==> config.mk <==
export PLATFORM = sky130hd
export DESIGN_NAME = dispatcher
export DESIGN_NICKNAME = d
export VERILOG_FILES = /design/src/rtl/dispatcher_pkg.sv /design/src/rtl/dispatcher_rename_table.sv /design/src/rtl/dispatcher.sv
export SDC_FILE = /design/constraint.sdc
export NUM_CORES = 1
export LEC_CHECK = 0
export BUFFER_PORTS_ARGS = -buffer_cell sky130_fd_sc_hd__buf_4
export CAP_MARGIN = 20
export CORE_ASPECT_RATIO = 0.7
export CORE_MARGIN = 8
export CORE_UTILIZATION = 40
export CTS_CLUSTER_DIAMETER = 50
export DETAILED_ROUTE_END_ITERATION = 12
export PLACE_DENSITY_LB_ADDON = 0.1
export SLEW_MARGIN = 20
export SYNTH_ARGS = -nofsm -noshare
export SYNTH_HDL_FRONTEND = slang
export SYNTH_SLANG_ARGS = --single-unit
==> constraint.sdc <==
create_clock -name clk -period 7.1 [get_ports clk]
set_input_delay 1.775 -clock clk [delete_from_list [all_inputs] [get_ports clk]]
set_output_delay 1.775 -clock clk [all_outputs]
set_load 0.01 [all_outputs]
==> src/rtl/dispatcher_pkg.sv <==
// dispatcher_pkg
// Shared widths for the dispatch stage and its rename table.
//   REG_IDX_W : architectural register index width
//   PC_W      : program counter width
//   IMM_W     : decoded immediate width
package dispatcher_pkg;

  localparam int REG_IDX_W = 5;
  localparam int PC_W      = 32;
  localparam int IMM_W     = 32;

endpackage

==> src/rtl/dispatcher_rename_table.sv <==
// dispatcher_rename_table
// Register-status table: per architectural register a busy bit and the ROB
// tag (nick) of the youngest in-flight writer.
// Ports:
//   clk, rst (async, active-low), en (global enable; low freezes state)
//   flash_clr                : clears every busy bit (tags are left alone)
//   rd1_idx/rd1_tag/rd1_busy : combinational read port 1
//   rd2_idx/rd2_tag/rd2_busy : combinational read port 2
//   wr_en/wr_idx/wr_tag      : rename write (sets busy, loads tag)
//   cmt_en/cmt_idx/cmt_tag   : commit clear (only if the tag still matches)
module dispatcher_rename_table
  import dispatcher_pkg::*;
#(
  parameter int NICK_W = 4,
  parameter int REG_N  = 32
) (
  input  logic                 clk,
  input  logic                 rst,
  input  logic                 en,
  input  logic                 flash_clr,
  input  logic [REG_IDX_W-1:0] rd1_idx,
  output logic [NICK_W-1:0]    rd1_tag,
  output logic                 rd1_busy,
  input  logic [REG_IDX_W-1:0] rd2_idx,
  output logic [NICK_W-1:0]    rd2_tag,
  output logic                 rd2_busy,
  input  logic                 wr_en,
  input  logic [REG_IDX_W-1:0] wr_idx,
  input  logic [NICK_W-1:0]    wr_tag,
  input  logic                 cmt_en,
  input  logic [REG_IDX_W-1:0] cmt_idx,
  input  logic [NICK_W-1:0]    cmt_tag
);

  logic [REG_N-1:0]  busy;
  logic [NICK_W-1:0] tag [REG_N];
  logic              cmt_hit;

  assign rd1_tag  = tag[rd1_idx];
  assign rd1_busy = busy[rd1_idx];
  assign rd2_tag  = tag[rd2_idx];
  assign rd2_busy = busy[rd2_idx];

  // A commit only retires the mapping it belongs to; a younger rename of the
  // same register must keep the register busy.
  assign cmt_hit = cmt_en & busy[cmt_idx] & (tag[cmt_idx] == cmt_tag);

  always_ff @(posedge clk or negedge rst) begin
    if (!rst) begin
      busy <= '0;
      for (int i = 0; i < REG_N; i++) tag[i] <= '0;
    end else if (en) begin
      if (flash_clr) begin
        busy <= '0;
      end else begin
        if (cmt_hit) busy[cmt_idx] <= 1'b0;
        // Placed after the commit clear so a same-cycle rename of the same
        // register overrides it.
        if (wr_en) begin
          busy[wr_idx] <= 1'b1;
          tag[wr_idx]  <= wr_tag;
        end
      end
    end
  end

endmodule

==> src/rtl/dispatcher.sv <==
// dispatcher
// Accepts one decoded instruction per cycle, resolves both source operands
// (x0 / regfile / EX CDB / SLB CDB / ROB query / wait on tag), renames rd to
// the ROB tail tag and drives a registered dispatch bus one cycle later.
// Ports:
//   clk, rst (async, active-low), rdy (global enable), clr (flush)
//   iID_*           : decoder handshake and decoded fields; oID_ready back
//   oRF_rs*_idx     : regfile read indices, iRF_rs*_dt read data
//   oROB_q*_nick    : ROB ready queries, iROB_q*_rdy/dt results
//   iROB_tail_nick  : tag given to the accepted instruction
//   iROB/iRS/iSLB_full : consumer back-pressure
//   iEX_*, iSLB_*   : CDB broadcasts;  iCMT_* : ROB commit
//   oDP_*           : registered dispatch bus
module dispatcher
  import dispatcher_pkg::*;
#(
  parameter int NICK_W = 4,
  parameter int DATA_W = 32,
  parameter int OP_W   = 6,
  parameter int REG_N  = 32
) (
  input  logic                 clk,
  input  logic                 rst,
  input  logic                 rdy,
  input  logic                 clr,
  input  logic                 iID_valid,
  output logic                 oID_ready,
  input  logic [OP_W-1:0]      iID_op,
  input  logic [PC_W-1:0]      iID_pc,
  input  logic [IMM_W-1:0]     iID_imm,
  input  logic [REG_IDX_W-1:0] iID_rd,
  input  logic [REG_IDX_W-1:0] iID_rs1,
  input  logic [REG_IDX_W-1:0] iID_rs2,
  input  logic                 iID_wr,
  output logic [REG_IDX_W-1:0] oRF_rs1_idx,
  output logic [REG_IDX_W-1:0] oRF_rs2_idx,
  input  logic [DATA_W-1:0]    iRF_rs1_dt,
  input  logic [DATA_W-1:0]    iRF_rs2_dt,
  output logic [NICK_W-1:0]    oROB_q1_nick,
  output logic [NICK_W-1:0]    oROB_q2_nick,
  input  logic                 iROB_q1_rdy,
  input  logic [DATA_W-1:0]    iROB_q1_dt,
  input  logic                 iROB_q2_rdy,
  input  logic [DATA_W-1:0]    iROB_q2_dt,
  input  logic [NICK_W-1:0]    iROB_tail_nick,
  input  logic                 iROB_full,
  input  logic                 iRS_full,
  input  logic                 iSLB_full,
  input  logic                 iEX_en,
  input  logic [NICK_W-1:0]    iEX_nick,
  input  logic [DATA_W-1:0]    iEX_dt,
  input  logic                 iSLB_en,
  input  logic [NICK_W-1:0]    iSLB_nick,
  input  logic [DATA_W-1:0]    iSLB_dt,
  input  logic                 iCMT_en,
  input  logic [REG_IDX_W-1:0] iCMT_rd,
  input  logic [NICK_W-1:0]    iCMT_nick,
  output logic                 oDP_en,
  output logic [OP_W-1:0]      oDP_op,
  output logic [PC_W-1:0]      oDP_pc,
  output logic [IMM_W-1:0]     oDP_imm,
  output logic [REG_IDX_W-1:0] oDP_rd,
  output logic [NICK_W-1:0]    oDP_rd_nick,
  output logic [NICK_W-1:0]    oDP_rs1_nick,
  output logic [DATA_W-1:0]    oDP_rs1_dt,
  output logic [NICK_W-1:0]    oDP_rs2_nick,
  output logic [DATA_W-1:0]    oDP_rs2_dt
);

  // Returns {nick, data}: nick 0 means the data is valid now.
  function automatic logic [NICK_W+DATA_W-1:0] resolve(
    input logic              is_x0,
    input logic              busy,
    input logic [NICK_W-1:0] tag,
    input logic [DATA_W-1:0] rf_dt,
    input logic              ex_en,
    input logic [NICK_W-1:0] ex_nick,
    input logic [DATA_W-1:0] ex_dt,
    input logic              slb_en,
    input logic [NICK_W-1:0] slb_nick,
    input logic [DATA_W-1:0] slb_dt,
    input logic              rob_rdy,
    input logic [DATA_W-1:0] rob_dt
  );
    if (is_x0)                           return '0;
    else if (!busy)                      return {{NICK_W{1'b0}}, rf_dt};
    else if (ex_en && ex_nick == tag)    return {{NICK_W{1'b0}}, ex_dt};
    else if (slb_en && slb_nick == tag)  return {{NICK_W{1'b0}}, slb_dt};
    else if (rob_rdy)                    return {{NICK_W{1'b0}}, rob_dt};
    else                                 return {tag, {DATA_W{1'b0}}};
  endfunction

  logic              accept_p0;
  logic              ren_p0;
  logic [NICK_W-1:0] rs1_tag_p0, rs2_tag_p0;
  logic              rs1_busy_p0, rs2_busy_p0;
  logic [NICK_W-1:0] rs1_nick_p0, rs2_nick_p0;
  logic [DATA_W-1:0] rs1_dt_p0, rs2_dt_p0;

  // ---- stage p0: handshake, table lookup, operand resolution ----
  assign oID_ready = rdy & ~clr & ~iROB_full & ~iRS_full & ~iSLB_full;
  assign accept_p0 = iID_valid & oID_ready;
  assign ren_p0    = accept_p0 & iID_wr & (iID_rd != '0);

  assign oRF_rs1_idx  = iID_rs1;
  assign oRF_rs2_idx  = iID_rs2;
  assign oROB_q1_nick = rs1_tag_p0;
  assign oROB_q2_nick = rs2_tag_p0;

  dispatcher_rename_table #(
    .NICK_W (NICK_W),
    .REG_N  (REG_N)
  ) u_rename_table (
    .clk       (clk),
    .rst       (rst),
    .en        (rdy),
    .flash_clr (clr),
    .rd1_idx   (iID_rs1),
    .rd1_tag   (rs1_tag_p0),
    .rd1_busy  (rs1_busy_p0),
    .rd2_idx   (iID_rs2),
    .rd2_tag   (rs2_tag_p0),
    .rd2_busy  (rs2_busy_p0),
    .wr_en     (ren_p0),
    .wr_idx    (iID_rd),
    .wr_tag    (iROB_tail_nick),
    .cmt_en    (iCMT_en),
    .cmt_idx   (iCMT_rd),
    .cmt_tag   (iCMT_nick)
  );

  assign {rs1_nick_p0, rs1_dt_p0} = resolve(iID_rs1 == '0, rs1_busy_p0, rs1_tag_p0,
    iRF_rs1_dt, iEX_en, iEX_nick, iEX_dt, iSLB_en, iSLB_nick, iSLB_dt,
    iROB_q1_rdy, iROB_q1_dt);
  assign {rs2_nick_p0, rs2_dt_p0} = resolve(iID_rs2 == '0, rs2_busy_p0, rs2_tag_p0,
    iRF_rs2_dt, iEX_en, iEX_nick, iEX_dt, iSLB_en, iSLB_nick, iSLB_dt,
    iROB_q2_rdy, iROB_q2_dt);

  // ---- stage p1: registered dispatch bus ----
  always_ff @(posedge clk or negedge rst) begin
    if (!rst) begin
      oDP_en       <= 1'b0;
      oDP_op       <= '0;
      oDP_pc       <= '0;
      oDP_imm      <= '0;
      oDP_rd       <= '0;
      oDP_rd_nick  <= '0;
      oDP_rs1_nick <= '0;
      oDP_rs1_dt   <= '0;
      oDP_rs2_nick <= '0;
      oDP_rs2_dt   <= '0;
    end else if (rdy) begin
      // clr already blocks accept through oID_ready.
      oDP_en <= accept_p0;
      if (accept_p0) begin
        oDP_op       <= iID_op;
        oDP_pc       <= iID_pc;
        oDP_imm      <= iID_imm;
        oDP_rd       <= iID_rd;
        oDP_rd_nick  <= iROB_tail_nick;
        oDP_rs1_nick <= rs1_nick_p0;
        oDP_rs1_dt   <= rs1_dt_p0;
        oDP_rs2_nick <= rs2_nick_p0;
        oDP_rs2_dt   <= rs2_dt_p0;
      end
    end
  end

endmodule

# Word-level counts from Yosys, hierarchy flattened
# Index checks and enable logic that the tools add are counted.
[word_totals]
word_cells = 128
register_bits = 312
input_bits = 312
[op_classes]
n_mux = 37
order_cmp = 11
n_eq_ne = 5
reduce_logical = 12
bitwise = 20
[ops]
columns = ["op", "n"]
rows = [
  ["2-to-1 mux 36 bit", 10],
  ["2-to-1 mux 32 bit", 5],
  ["bitwise mux 128 bit", 1],
  ["binary-select mux 4 bit (select 5 bit)", 3],
  ["bitwise AND 32 bit", 1],
  ["NOT 32 bit", 1],
  ["bitwise OR 32 bit", 1],
  ["2-to-1 mux 4 bit", 7],
  [">= comparator 6 bit, second input constant", 4],
  ["less-than comparator 5 x 6 -> 1 bit, second input constant", 4],
  ["NOT 5 -> 6 bit", 4],
  ["demux 4 bit (select 5 bit)", 1],
  ["equality test 4 bit", 5],
  ["binary-select mux 1 bit (select 5 bit)", 3],
  ["demux 1 bit (select 5 bit)", 2],
  [">= comparator 5 x 1 -> 1 bit, second input constant", 2],
  ["zero test 5 bit", 2],
  ["bitwise AND 1 bit", 9],
  ["logical AND 1 bit", 7],
  ["less-than comparator 6 x 1 -> 1 bit, second input constant", 1],
  ["2-to-1 mux 1 bit", 5],
  ["nonzero test 5 bit", 1],
  ["NOT 1 bit", 4],
  ["AND reduction 3 bit", 1],
  ["AND reduction 2 bit", 1],
]

# Logic depth before layout (Yosys ltp)
[depth]
depth_word = 12
ltp_mapped = 14
mapped_depth_nobuf = 8

# Cells and area by module
# From an unflattened synthesis, not the netlist that was laid out.
[unflattened]
cells_unflattened = 1750
hier_area_um2 = 18715.4
[modules_own_cells]
columns = ["module", "n_inst", "cells_per_inst", "area_per_inst_um2"]
rows = [
  ["dispatcher_rename_table", 1, 781, 10503.8],
  ["dispatcher", 1, 969, 8211.6],
]

# Least setup slack after synthesis
# OpenSTA, ideal clock, no wires.
[synth_path]
path_type = "in2out"
from = "in iID_rs2[0]"
to = "out oROB_q2_nick[0]"
arrival_time_ns = 3.370
cell_stages = 6
required_time_ns = 5.325
setup_slack_ns = 1.955
path_buffers = 2
path_cell_list = "buf_2 buf_2 mux4_2 a211oi_1 or2_2 inv_1"
[synth_via]
elab_chain_len = 4
[synth_lines]
columns = ["item", "line_no", "rtl"]
rows = [
  ["start, declared", "dispatcher.sv:33", "input logic [REG_IDX_W-1:0] iID_rs2,"],
  ["NOT 5 -> 6 bit (not written as such)", "dispatcher_rename_table.sv:41", "assign rd2_tag = tag[rd2_idx];"],
  ["binary-select mux 4 bit (select 5 bit)", "dispatcher_rename_table.sv:41", ""],
  ["2-to-1 mux 4 bit (not written as such) (2 in series)", "dispatcher_rename_table.sv:41", ""],
  ["end, declared", "dispatcher.sv:40", "output logic [NICK_W-1:0] oROB_q2_nick,"],
]
# Every way passes these cells. The select of a mux whose other input is x is not followed.

# Worst setup path in the final report
# Same ends and word-level chain as after synthesis.

==> out/results.txt <==
Type of origin of the critical path = input pin
Layout area overhead = 27.4%
Outcome = finished clean
Die Y = 197 um
Total Wirelength = 80600 um
H-tree depth = 2
Count of cells resized by post-cts repair = 0
Lkg Pwr = 11.4 nW
Relative slew slack = 23.7%
CP Launch Point = iID_rs2[0]
Iteration-0 DRC Markers = 1899
Final hold violations = 0
Clk root buf = clkbuf_16
Main synth FF type = dfrtp_1
Tot Pwr = 4.88 mW
WS Path Type = in -> out
CP Cell Sequence = buf_4, mux2_2, a221oi_1, and3_1, or2_2, inv_1, buf_4
Count of cell types in the netlist = 67
Clock network latency to the later pin of the worst-skew pair = 550 ps
Final worst setup slack = 1170 ps
Filler instances = 4169
Cell taking the most area after synthesis = dfrtp_1
Clock skew = 23.6 ps
PD cells = 204 mW/mm^2
Top delay family on crit path = buffers and inverters
Die X = 275 um
Slew @ Worst Pin = 1140 ps
R2r endpoint = oDP_rs1_dt[20]
Pre-CTS setup slack = 1270 ps
Remaining global-route overflow = 0
WHS Path Cells = 0
CTS Buf Count = 38
Max Cap Violations = 0
Routed via count = 17000
Max-slew violations = 0
Layout cells sized above 1 = 39.7%
Tcrit/Tclk final = 83.5%
Buffers & Inverters on Critical Path = 3
Syn avg cell area = 10.8 sq um
Largest net degree at the start of global routing = 107
Vias/cell = 6.11
CP endpoint = oROB_q2_nick[0]
Reg2reg path depth = 9
I/O pin cnt = 483
Drt drc = 0
Detail Route Antenna Nets = 0
Setup violators final = 0
Dominant cells by area after synthesis = dfrtp_1, mux4_2, mux2_2, nand2_1, mux2i_1
Drt first pass iters = 5
Number of global-route vias before repair = 16700
Yosys reg bits = 312
Yosys warnings = 0
TNS Setup = 0 ps
Hold_buf cts = 0
FF-to-FF setup slack = 3750 ps
Crit Reg-Reg Startpoint = u_rename_table.tag[22]
Worst setup EP type = primary output
Nets@finish = 2439
Syn nets = 2051
Ys async rst share = 100%
Placed Area = 0.0227 sq mm
CTS max path bufs = 3
Worst path max stage delay = 610 ps
TritonCTS clock tree = done
Multi-input gate area = 0.0102 sq mm
Top-area cell type share of the netlist area = 41.5%
Drt wl/cell = 29.0 um
Final GP Congestion = 0.924
Setup Buffers After CTS = 0
Crit-path slowest cell = buf_4
Core ar. = 0.0465 sq mm
I/O Buffers = 482
Storage cell area = 0.00781 sq mm
DP HPWL = 59200 um
Most frequent CP cell = buf_4
Post-synth EDFFs = 0
Peak supply drop = 0.164 mV
Worst path depth = 7
Clk sinks = 312
Aggregate global-route resource usage = 28.4%
Fmax achieved = 169 MHz
Post-Synthesis Cells = 1739
Fin area = 0.0240 sq mm
Crit Path Max Fanout = 48
Sequential area share after synthesis = 41.5%
Syn Std Cell Area = 0.0188 sq mm
RSZ-0062 raised after global routing = no
FP Rows = 66
First-pass GRT wire length = 117000 um
Critical Path RT = 5330 ps
Die footprint = 0.0544 sq mm
Initial Util = 40.5%
Worst hold-check path type = reg -> reg
Initial antenna violation count = 8
Post-route minimum period = 5930 ps
CP arrival = 4160 ps
Clock-pin slew on the worst setup and hold paths = 50 ps
==> cell usage after synthesis, types with 14 or more instances <==
cell,count
a21oi_1,78
a22oi_1,64
a22oi_2,30
and2_1,70
buf_2,32
buf_4,14
clkbuf_1,100
dfrtp_1,312
inv_1,30
mux2_2,141
mux2i_1,95
mux4_2,91
nand2_1,355
nor2_1,29
o211ai_1,14
o221ai_1,72
o311ai_0,16
==> sequential cells by signal (all words and copies together), names as in the netlist <==
register and flops:
oDP_imm 32, oDP_rs2_nick 4, u_rename_table.busy 32, oDP_rs1_dt 32, oDP_rd_nick 4, oDP_pc 32
oDP_en 1, oDP_rs1_nick 4, oDP_rs2_dt 32, oDP_rd 5, u_rename_table.tag 128, oDP_op 6
==> worst min-delay path by stage <==
stage,from,to,slack [ps]
6_report,u_rename_table.tag[126],u_rename_table.tag[126],420
5_1_grt,u_rename_table.tag[126],u_rename_table.tag[126],440
4_1_cts,u_rename_table.tag[126],u_rename_table.tag[126],420
3_5_place_dp,u_rename_table.tag[126],u_rename_table.tag[126],410
3_3_place_gp,u_rename_table.tag[126],u_rename_table.tag[126],400
2_1_floorplan,u_rename_table.tag[126],u_rename_table.tag[126],460
==> cell families after synthesis <==
| group | after synthesis | synth area share [%] |
|---|---|---|
| AOI/OAI and AO/OA | 350 | 14.7 |
| xor gates and xnor gates | 12 | 0.558 |
| buffers and inverters | 188 | 4.72 |
| DFF | 312 | 41.5 |
| muxes | 335 | 25.5 |
| and+or+nand+nor | 542 | 13.1 |
==> through the flow <==
stage,hold WS (ps),cells,utilization [%]
2_1_floorplan,462,1739,-
3_3_place_gp,398,2699,48.8
3_5_place_dp,413,2699,48.8
4_1_cts,425,2768,51.5
5_1_grt,440,2773,51.5
6_report,422,2776,51.6
==> cell type report <==
type | instances | area share [%]
diodes | 8 | 0.0835
repair buffers | 506 | 15.9
inverters | 30 | 0.470
flip-flops and latches | 312 | 32.6
well taps | 612 | 3.19
clock inverters | 16 | 0.736
multi-input cells | 1239 | 42.5
clock buffers | 53 | 4.54
==> worst reg2reg max path, cell delays in order, from the launching register on <==
cell and delay (ps):
dfrtp_1 420, mux4_1 510, a22o_1 210, a2111oi_2 380
nor2_1 200, xor2_1 220, nor4_4 400, buf_4 470
mux2i_1 330, a22oi_2 70
==> report_power, final <==
part	switching, mW	leakage [nW]	total (mW)	internal [mW]
Sequential	0.0821	4.26	1.98	1.89
Combinational	0.508	6.58	0.918	0.410
Clock	0.828	0.611	1.98	1.16
==> placed cells by master (no fill, tap or decap), types with 10 or more instances in the layout <==
cell type and instances:
a22oi_2 30, and2_1 69, nor2_1 27, mux2_2 141, dfrtp_1 312, inv_1 30
mux4_2 91, a22oi_1 64, o21ai_0 10, nand3_1 13, nand2_1 354, o311ai_0 16
buf_4 504, mux2i_1 95, o221ai_1 72, nor3_1 11, clkbuf_16 38, a21oi_1 78
nand4_1 10, o211ai_1 14
==> metal layers <==
metal	routed length, um	vias up	track usage (%)
li1	-	7263	-
met1	33400	8577	39.8
met2	36100	959	42.3
met3	8490	149	8.47
met4	2570	2	8.36
met5	11	-	0
(Power assumes the default switching activity.)
